[src/rtl/acc_qcorr_multi_if.sv]
// Stream interface of acc_qcorr_multi: qcorr sign beats in, packed window sums out.
// acc_sat_o is present only when ACC_QCORR_SAT_EN is defined.
interface acc_qcorr_multi_if #(
  parameter int NUM_CHANNELS = 4,
  parameter int ACC_WIDTH    = 16,
  parameter int MAX_WINDOW   = 480,
  parameter int CNT_W        = $clog2(MAX_WINDOW + 1)
);
  logic                              clear_i;
  logic [CNT_W-1:0]                  win_len_i;
  logic                              qcorr_valid_i;
  logic [NUM_CHANNELS-1:0]           qcorr_data_i;
  logic                              qcorr_ready_o;
  logic                              acc_qcorr_valid_o;
  logic [NUM_CHANNELS*ACC_WIDTH-1:0] acc_qcorr_data_o;
  logic                              acc_qcorr_ready_i;
  logic                              acc_busy_o;
`ifdef ACC_QCORR_SAT_EN
  logic [NUM_CHANNELS-1:0]           acc_sat_o;
`endif

  modport slave (
    input  clear_i, win_len_i, qcorr_valid_i, qcorr_data_i, acc_qcorr_ready_i,
    output qcorr_ready_o, acc_qcorr_valid_o, acc_qcorr_data_o, acc_busy_o
`ifdef ACC_QCORR_SAT_EN
    , output acc_sat_o
`endif
  );

  modport master (
    output clear_i, win_len_i, qcorr_valid_i, qcorr_data_i, acc_qcorr_ready_i,
    input  qcorr_ready_o, acc_qcorr_valid_o, acc_qcorr_data_o, acc_busy_o
`ifdef ACC_QCORR_SAT_EN
    , input acc_sat_o
`endif
  );
endinterface

[src/rtl/acc_qcorr_multi.sv]
// Multi-channel quantized-correlation accumulator: sums +1/-1 sign streams over a
// runtime window and emits one packed result per window. ACC_QCORR_SAT_EN selects saturation.
module acc_qcorr_multi #(
  parameter int NUM_CHANNELS = 4,
  parameter int ACC_WIDTH    = 16,
  parameter int MAX_WINDOW   = 480,
  parameter int CNT_W        = $clog2(MAX_WINDOW + 1)
) (
  input  logic             clk_i,
  input  logic             rst_ni,
  acc_qcorr_multi_if.slave bus
);

  typedef enum logic [1:0] {IDLE, ACCUM, OUTPUT} state_t;

  localparam logic signed [ACC_WIDTH-1:0] STEP_UP = {{(ACC_WIDTH-1){1'b0}}, 1'b1};
  localparam logic signed [ACC_WIDTH-1:0] STEP_DN = '1;
`ifdef ACC_QCORR_SAT_EN
  localparam logic signed [ACC_WIDTH-1:0] ACC_MAX = {1'b0, {(ACC_WIDTH-1){1'b1}}};
  localparam logic signed [ACC_WIDTH-1:0] ACC_MIN = {1'b1, {(ACC_WIDTH-1){1'b0}}};
`endif

  state_t                            state_q;
  logic [CNT_W-1:0]                  len_q;
  logic [CNT_W-1:0]                  cnt_q;
  logic [CNT_W-1:0]                  cnt_inc;
  logic                              rdy_q;
  logic                              beat;
  logic                              last_beat;
  logic signed [ACC_WIDTH-1:0]       acc_p0  [NUM_CHANNELS];
  logic signed [ACC_WIDTH-1:0]       acc_nxt [NUM_CHANNELS];
  logic [NUM_CHANNELS*ACC_WIDTH-1:0] res_p1;
  logic                              vld_p1;
`ifdef ACC_QCORR_SAT_EN
  logic [NUM_CHANNELS-1:0]           sat_p0;
  logic [NUM_CHANNELS-1:0]           sat_nxt;
  logic [NUM_CHANNELS-1:0]           sat_p1;
`endif

  function automatic logic [CNT_W-1:0] norm_len(input logic [CNT_W-1:0] l);
    if (l == '0)
      return CNT_W'(1);
    else if (l > CNT_W'(MAX_WINDOW))
      return CNT_W'(MAX_WINDOW);
    else
      return l;
  endfunction

`ifdef ACC_QCORR_SAT_EN
  function automatic logic clips(input logic signed [ACC_WIDTH-1:0] a, input logic up);
    return up ? (a == ACC_MAX) : (a == ACC_MIN);
  endfunction
`endif

  // The -1 step is an add of all-ones so both directions share one adder.
  function automatic logic signed [ACC_WIDTH-1:0] step_acc(
    input logic signed [ACC_WIDTH-1:0] a,
    input logic                        up
  );
`ifdef ACC_QCORR_SAT_EN
    if (clips(a, up))
      return a;
`endif
    return a + (up ? STEP_UP : STEP_DN);
  endfunction

  assign cnt_inc   = cnt_q + CNT_W'(1);
  assign beat      = bus.qcorr_valid_i & bus.qcorr_ready_o;
  assign last_beat = beat && (cnt_inc == len_q);

  always_comb begin
    for (int c = 0; c < NUM_CHANNELS; c++) begin
      acc_nxt[c] = step_acc(acc_p0[c], bus.qcorr_data_i[c]);
    end
  end

`ifdef ACC_QCORR_SAT_EN
  always_comb begin
    for (int c = 0; c < NUM_CHANNELS; c++) begin
      sat_nxt[c] = sat_p0[c] | clips(acc_p0[c], bus.qcorr_data_i[c]);
    end
  end
`endif

  // Stage p0: per-channel accumulation; stage p1: held result register.
  always_ff @(posedge clk_i or negedge rst_ni) begin
    if (!rst_ni) begin
      state_q <= IDLE;
      len_q   <= '0;
      cnt_q   <= '0;
      rdy_q   <= 1'b0;
      vld_p1  <= 1'b0;
      res_p1  <= '0;
      for (int c = 0; c < NUM_CHANNELS; c++) acc_p0[c] <= '0;
`ifdef ACC_QCORR_SAT_EN
      sat_p0  <= '0;
      sat_p1  <= '0;
`endif
    end else if (bus.clear_i) begin
      state_q <= IDLE;
      cnt_q   <= '0;
      rdy_q   <= 1'b0;
      vld_p1  <= 1'b0;
      for (int c = 0; c < NUM_CHANNELS; c++) acc_p0[c] <= '0;
`ifdef ACC_QCORR_SAT_EN
      sat_p0  <= '0;
`endif
    end else begin
      case (state_q)
        IDLE: begin
          len_q   <= norm_len(bus.win_len_i);
          cnt_q   <= '0;
          rdy_q   <= 1'b1;
          state_q <= ACCUM;
          for (int c = 0; c < NUM_CHANNELS; c++) acc_p0[c] <= '0;
`ifdef ACC_QCORR_SAT_EN
          sat_p0  <= '0;
          sat_p1  <= '0;
`endif
        end
        ACCUM: begin
          if (beat) begin
            cnt_q <= cnt_inc;
            for (int c = 0; c < NUM_CHANNELS; c++) acc_p0[c] <= acc_nxt[c];
`ifdef ACC_QCORR_SAT_EN
            sat_p0 <= sat_nxt;
`endif
            if (last_beat) begin
              for (int c = 0; c < NUM_CHANNELS; c++)
                res_p1[c*ACC_WIDTH +: ACC_WIDTH] <= acc_nxt[c];
`ifdef ACC_QCORR_SAT_EN
              sat_p1  <= sat_nxt;
`endif
              vld_p1  <= 1'b1;
              rdy_q   <= 1'b0;
              state_q <= OUTPUT;
            end
          end
        end
        OUTPUT: begin
          // Handshake doubles as the next window start, skipping IDLE.
          if (bus.acc_qcorr_ready_i) begin
            vld_p1  <= 1'b0;
            len_q   <= norm_len(bus.win_len_i);
            cnt_q   <= '0;
            rdy_q   <= 1'b1;
            state_q <= ACCUM;
            for (int c = 0; c < NUM_CHANNELS; c++) acc_p0[c] <= '0;
`ifdef ACC_QCORR_SAT_EN
            sat_p0  <= '0;
            sat_p1  <= '0;
`endif
          end
        end
        default: begin
          state_q <= IDLE;
          rdy_q   <= 1'b0;
          vld_p1  <= 1'b0;
        end
      endcase
    end
  end

  assign bus.qcorr_ready_o     = rdy_q & ~bus.clear_i;
  assign bus.acc_qcorr_valid_o = vld_p1;
  assign bus.acc_qcorr_data_o  = res_p1;
  assign bus.acc_busy_o        = (state_q == ACCUM) && (cnt_q != '0);
`ifdef ACC_QCORR_SAT_EN
  assign bus.acc_sat_o         = sat_p1;
`endif

endmodule

[src/flat_wrapper.sv]
// flat-port wrapper written by rule: the top's interface ports become plain ports
module acc_qcorr_multi_flat 
#(
  parameter int NUM_CHANNELS = 4,
  parameter int ACC_WIDTH    = 16,
  parameter int MAX_WINDOW   = 480,
  parameter int CNT_W        = $clog2(MAX_WINDOW + 1)
)
  (clk_i, rst_ni, bus_clear_i, bus_win_len_i, bus_qcorr_valid_i, bus_qcorr_data_i, bus_acc_qcorr_ready_i, bus_qcorr_ready_o, bus_acc_qcorr_valid_o, bus_acc_qcorr_data_o, bus_acc_busy_o);
  acc_qcorr_multi_if #(.NUM_CHANNELS(NUM_CHANNELS), .ACC_WIDTH(ACC_WIDTH), .MAX_WINDOW(MAX_WINDOW), .CNT_W(CNT_W)) bus_i ();
  input  logic clk_i;
  input  logic rst_ni;
  input wire logic [$bits(bus_i.clear_i)-1:0] bus_clear_i;
  input wire logic [$bits(bus_i.win_len_i)-1:0] bus_win_len_i;
  input wire logic [$bits(bus_i.qcorr_valid_i)-1:0] bus_qcorr_valid_i;
  input wire logic [$bits(bus_i.qcorr_data_i)-1:0] bus_qcorr_data_i;
  input wire logic [$bits(bus_i.acc_qcorr_ready_i)-1:0] bus_acc_qcorr_ready_i;
  output wire logic [$bits(bus_i.qcorr_ready_o)-1:0] bus_qcorr_ready_o;
  output wire logic [$bits(bus_i.acc_qcorr_valid_o)-1:0] bus_acc_qcorr_valid_o;
  output wire logic [$bits(bus_i.acc_qcorr_data_o)-1:0] bus_acc_qcorr_data_o;
  output wire logic [$bits(bus_i.acc_busy_o)-1:0] bus_acc_busy_o;
  assign bus_i.clear_i = bus_clear_i;
  assign bus_i.win_len_i = bus_win_len_i;
  assign bus_i.qcorr_valid_i = bus_qcorr_valid_i;
  assign bus_i.qcorr_data_i = bus_qcorr_data_i;
  assign bus_i.acc_qcorr_ready_i = bus_acc_qcorr_ready_i;
  assign bus_qcorr_ready_o = bus_i.qcorr_ready_o;
  assign bus_acc_qcorr_valid_o = bus_i.acc_qcorr_valid_o;
  assign bus_acc_qcorr_data_o = bus_i.acc_qcorr_data_o;
  assign bus_acc_busy_o = bus_i.acc_busy_o;
  acc_qcorr_multi #(.NUM_CHANNELS(NUM_CHANNELS), .ACC_WIDTH(ACC_WIDTH), .MAX_WINDOW(MAX_WINDOW), .CNT_W(CNT_W)) u_core (.clk_i(clk_i), .rst_ni(rst_ni), .bus(bus_i));
endmodule
[config.mk]
export PLATFORM = sky130hd
export DESIGN_NAME = acc_qcorr_multi_flat
export DESIGN_NICKNAME = d
export VERILOG_FILES = /design/src/rtl/acc_qcorr_multi_if.sv /design/src/rtl/acc_qcorr_multi.sv /design/src/flat_wrapper.sv
export SDC_FILE = /design/constraint.sdc
export NUM_CORES = 1
export LEC_CHECK = 0
export CAP_MARGIN = 0
export CELL_PAD_IN_SITES_DETAIL_PLACEMENT = 0
export CELL_PAD_IN_SITES_GLOBAL_PLACEMENT = 1
export CORE_ASPECT_RATIO = 1.5
export CORE_MARGIN = 3
export CORE_UTILIZATION = 25
export DETAILED_ROUTE_END_ITERATION = 12
export MAX_ROUTING_LAYER = met4
export PLACE_DENSITY = 0.53
export SLEW_MARGIN = 15
export SYNTH_ARGS = -nofsm -noshare
export SYNTH_HDL_FRONTEND = slang
export SYNTH_SLANG_ARGS = --single-unit
export TNS_END_PERCENT = 50
[constraint.sdc]
create_clock -name clk_i -period 2.6 [get_ports clk_i]
set_input_delay 0.78 -clock clk_i [delete_from_list [all_inputs] [get_ports clk_i]]
set_output_delay 0.78 -clock clk_i [all_outputs]
set_load 0.05 [all_outputs]
==> run summary <==
outcome: finished clean
H-tree level count: 4
measured slew at the worst slew-check pin: 0.5228 ns
total number of vias: 7071
worst hold slack after final layout: 0.2612 ns
Final min period: 2.551 ns
fraction of registers with async set/reset: 1.000
input/output buffers: 84
count of placed standard cells in the final layout, fillers left out: 1533
Required @ worst endpoint: 2.92 ns
Mapped Cells: 868
combinational power share: 0.481
clock insertion delay at the later pin of the skew report: 0.44 ns
Cell Count Post-Placement: 1489
fraction of met1 tracks used by global routing: 0.1612
Num Clock Sinks: 149
clock tree from TritonCTS: done
share of post-route cells with drive strength above 1: 0.2826
area fraction of the dominant cell type after synthesis: 0.4425
count of fill cells added during filler insertion: 3304
launching point of the worst reg2reg path: u_core.cnt_q[0]
Overflow after GRT: 0
Yosys reg bits: 149
Post-synth EDFFs: 0
met3 track utilization from global routing: 0.02269
antenna violations before repair: 0
layer with the highest usage: met2
fin. max-slew vios: 0
classification of the worst setup path: in2reg
largest cells by area after synthesis: sky130_fd_sc_hd__dfrtp_1 (44%), sky130_fd_sc_hd__ha_1 (9.2%), sky130_fd_sc_hd__nand2_1 (6.1%), sky130_fd_sc_hd__o21ai_0 (5.1%), sky130_fd_sc_hd__xor2_1 (3.5%)
chip height: 230.8 µm
clock-pin slew on the worst setup and hold paths: 0.06 ns
die outline area: 35990 µm²
1st-iter DRT viols: 183
Final Setup Violations: 0
most frequently used flop master after synthesis: sky130_fd_sc_hd__dfrtp_1
drt total wl: 23790 µm
Initial Utilization: 0.2558
routability cong.: 0.7956
summed instance area of the synthesized netlist: 8426 µm²
area leader, netlist: sky130_fd_sc_hd__dfrtp_1
max-cap check violation count: 0
largest net degree at the start of global routing: 49
total power divided by cell area: 877.7 nW/µm²
leading post-synthesis cells by instance count: sky130_fd_sc_hd__dfrtp_1 (149), sky130_fd_sc_hd__nand2_1 (136), sky130_fd_sc_hd__o21ai_0 (86)
period utilization: 0.9810
final hold violation count: 0
Fin Clk Skew: 0.01022 ns
Avg WL per Cell: 15.52 µm
setup repair after global routing missed its margin: yes
data arrival time of the critical path: 2.87 ns
critical register-to-register path endpoint: u_core.bus.acc_qcorr_data_o[12]
wire length of the first global-routing pass: 39150 µm
number of CTS-inserted buffers: 17
standard-cell rows: 81
synthesized netlist net count: 952
via count of the first global-routing pass: 7447
maximum number of buffers from clock root to sink: 2
relative max-transition margin: 0.6504
Total Nets Final: 1190
number of distinct standard cells referenced by the synthesized netlist: 56
average footprint of a synthesized cell: 9.707 µm²
Switch Pwr: 4.034 mW
worst hold-check path type: in2async
M2 GR Usage: 0.2473
peak supply drop: 380.2 µV
internal power: 6.745 mW
number of antenna-violating nets in the routed design: 0
total routing resource utilization after global routing: 0.1404
via/cell ratio: 4.613
Leakage: 5.666 nW
Crit. Startpoint: bus_qcorr_data_i[3]
highest net fanout along the worst path: 5
HPWL reported at the end of detailed placement: 17280 µm
FF-to-FF path depth: 8
Yosys warnings: 0
area of the core region: 32940 µm²
post-synthesis sequential area ratio: 0.4425
area growth from synthesis to final layout: 45.75%
DRC errors left: 0
crit path capture type: flop
most frequent cell after synthesis: sky130_fd_sc_hd__dfrtp_1
Clock Root Buffer: sky130_fd_sc_hd__clkbuf_16
Startpoint Class: input port
worst setup path end: u_core.bus.acc_qcorr_data_o[60]
share of power burned in the clock network: 0.232
horizontal extent of the die: 155.9 µm
maximum operating frequency: 392.1 MHz
slack of the worst reg-to-reg path: 0.17 ns
ant diodes: 0
Top-Level Pins: 85
sequential share of power: 0.288
drt first pass iters: 4
switch share: 0.3742
stage by stage:
step	power (mW)	util	setup WS (ns)	cell area (µm²)	TNS, ns
floorplan	5.984	-	-0.3858	8703	-8.626
global placement	8.001	0.3417	-1.008	11250	-72.88
detailed placement	8.030	0.3417	-1.022	11250	-74.07
CTS	10.82	0.3679	-0.05556	12120	-0.05556
global route	11.62	0.3728	-0.01223	12280	-0.02348
finish	10.78	0.3728	0.04941	12280	0
cells by family after synthesis:
logic type	after synthesis	synth area share
buffers and inverters	63	0.03118
AND/OR/NAND/NOR	220	0.1140
XOR/XNOR	67	0.06965
AO/OA/AOI/OAI	284	0.2098
multiplexers	19	0.03118
flip-flops	149	0.4425
adder cells (fa/ha/maj)	66	0.1016
state kept, by name, indices dropped and copies added (netlist names):
name / cells
u_core.acc_p0: 64
u_core.bus.acc_qcorr_data_o: 64
u_core.bus.acc_qcorr_valid_o: 1
u_core.cnt_q: 9
u_core.len_q: 9
u_core.state_q: 2
what timing repair did:
| item | in CTS | in global routing |
|---|---|---|
| resized for setup | 51 | 34 |
| cloned | 2 | 0 |
| hold buffers | 0 | 0 |
| endpoints found under the setup margin | 88 | 36 |
| setup buffers | 10 | 2 |
| pin swaps | 24 | 30 |
power groups by stage:
stage	Combinational, mW	Clock [mW]	Sequential [mW]
2_1_floorplan	2.82	0	3.16
3_3_place_gp	4.87	0	3.13
3_5_place_dp	4.89	0	3.14
4_1_cts	5.10	2.61	3.11
5_1_grt	5.77	2.68	3.16
6_report	5.18	2.50	3.10
worst min path at each step:
| stage | startpoint | end | depth (start not counted) |
|---|---|---|---|
| 2_1_floorplan | u_core.acc_p0[30] | u_core.acc_p0[30] | 2 |
| 3_3_place_gp | u_core.bus.acc_qcorr_data_o[40] | u_core.bus.acc_qcorr_data_o[40] | 2 |
| 3_5_place_dp | u_core.bus.acc_qcorr_data_o[36] | u_core.bus.acc_qcorr_data_o[36] | 2 |
| 4_1_cts | rst_ni | u_core.bus.acc_qcorr_data_o[6] | 1 |
| 5_1_grt | rst_ni | u_core.bus.acc_qcorr_data_o[6] | 1 |
| 6_report | rst_ni | u_core.bus.acc_qcorr_data_o[6] | 1 |
layout make-up:
class / count / area [µm²] / share of cell area
flip-flops and latches: 149 / 3729 / 0.3036
inverters: 27 / 116.4 / 0.009475
repair buffers: 254 / 2293 / 0.1868
multi-input cells: 656 / 5029 / 0.4095
clock buffers: 23 / 488.0 / 0.03974
repair inverters: 1 / 7.507 / 0.0006113
clock inverters: 8 / 98.84 / 0.008049
well taps: 415 / 519.2 / 0.04228
worst max-delay path, stage by stage:
cell	delay [ns]
sky130_fd_sc_hd__buf_8	0.08
sky130_fd_sc_hd__clkinvlp_4	0.11
sky130_fd_sc_hd__buf_12	0.16
sky130_fd_sc_hd__ha_4	0.21
sky130_fd_sc_hd__nor2b_4	0.12
sky130_fd_sc_hd__o31a_1	0.26
sky130_fd_sc_hd__o21a_1	0.19
sky130_fd_sc_hd__o21a_1	0.22
sky130_fd_sc_hd__a21oi_2	0.18
sky130_fd_sc_hd__o21ai_2	0.10
sky130_fd_sc_hd__xor2_2	0.18
sky130_fd_sc_hd__mux2_4	0.28
cell usage in the layout, fill, tap and decap left out, drive strengths merged, types with 3 or more instances in the layout:
master           n
buf            177
dfrtp          149
nand2          137
o21ai          122
clkdlybuf4s50   77
ha              62
a21oi           40
xor2            34
xnor2           33
nor2            29
a21o            28
inv             23
clkbuf          23
a22o            21
o31ai           16
mux2            16
a31oi           13
o21a            12
nor2b           10
nand2b           9
nand3            9
clkinvlp         7
nor3             5
a211oi           5
o21bai           4
and3             4
or2              4
nand4            4
fa               4
clkinv           4
o22ai            4
mux2i            3
metal layers:
layer / share of wire / up-vias
li1: - / 3555
met1: 0.42 / 3401
met2: 0.54 / 90
met3: 0.019 / 25
met4: 0.019 / 0
met5: 0 / -
Note: power is estimated with default switching activity, not from simulation.
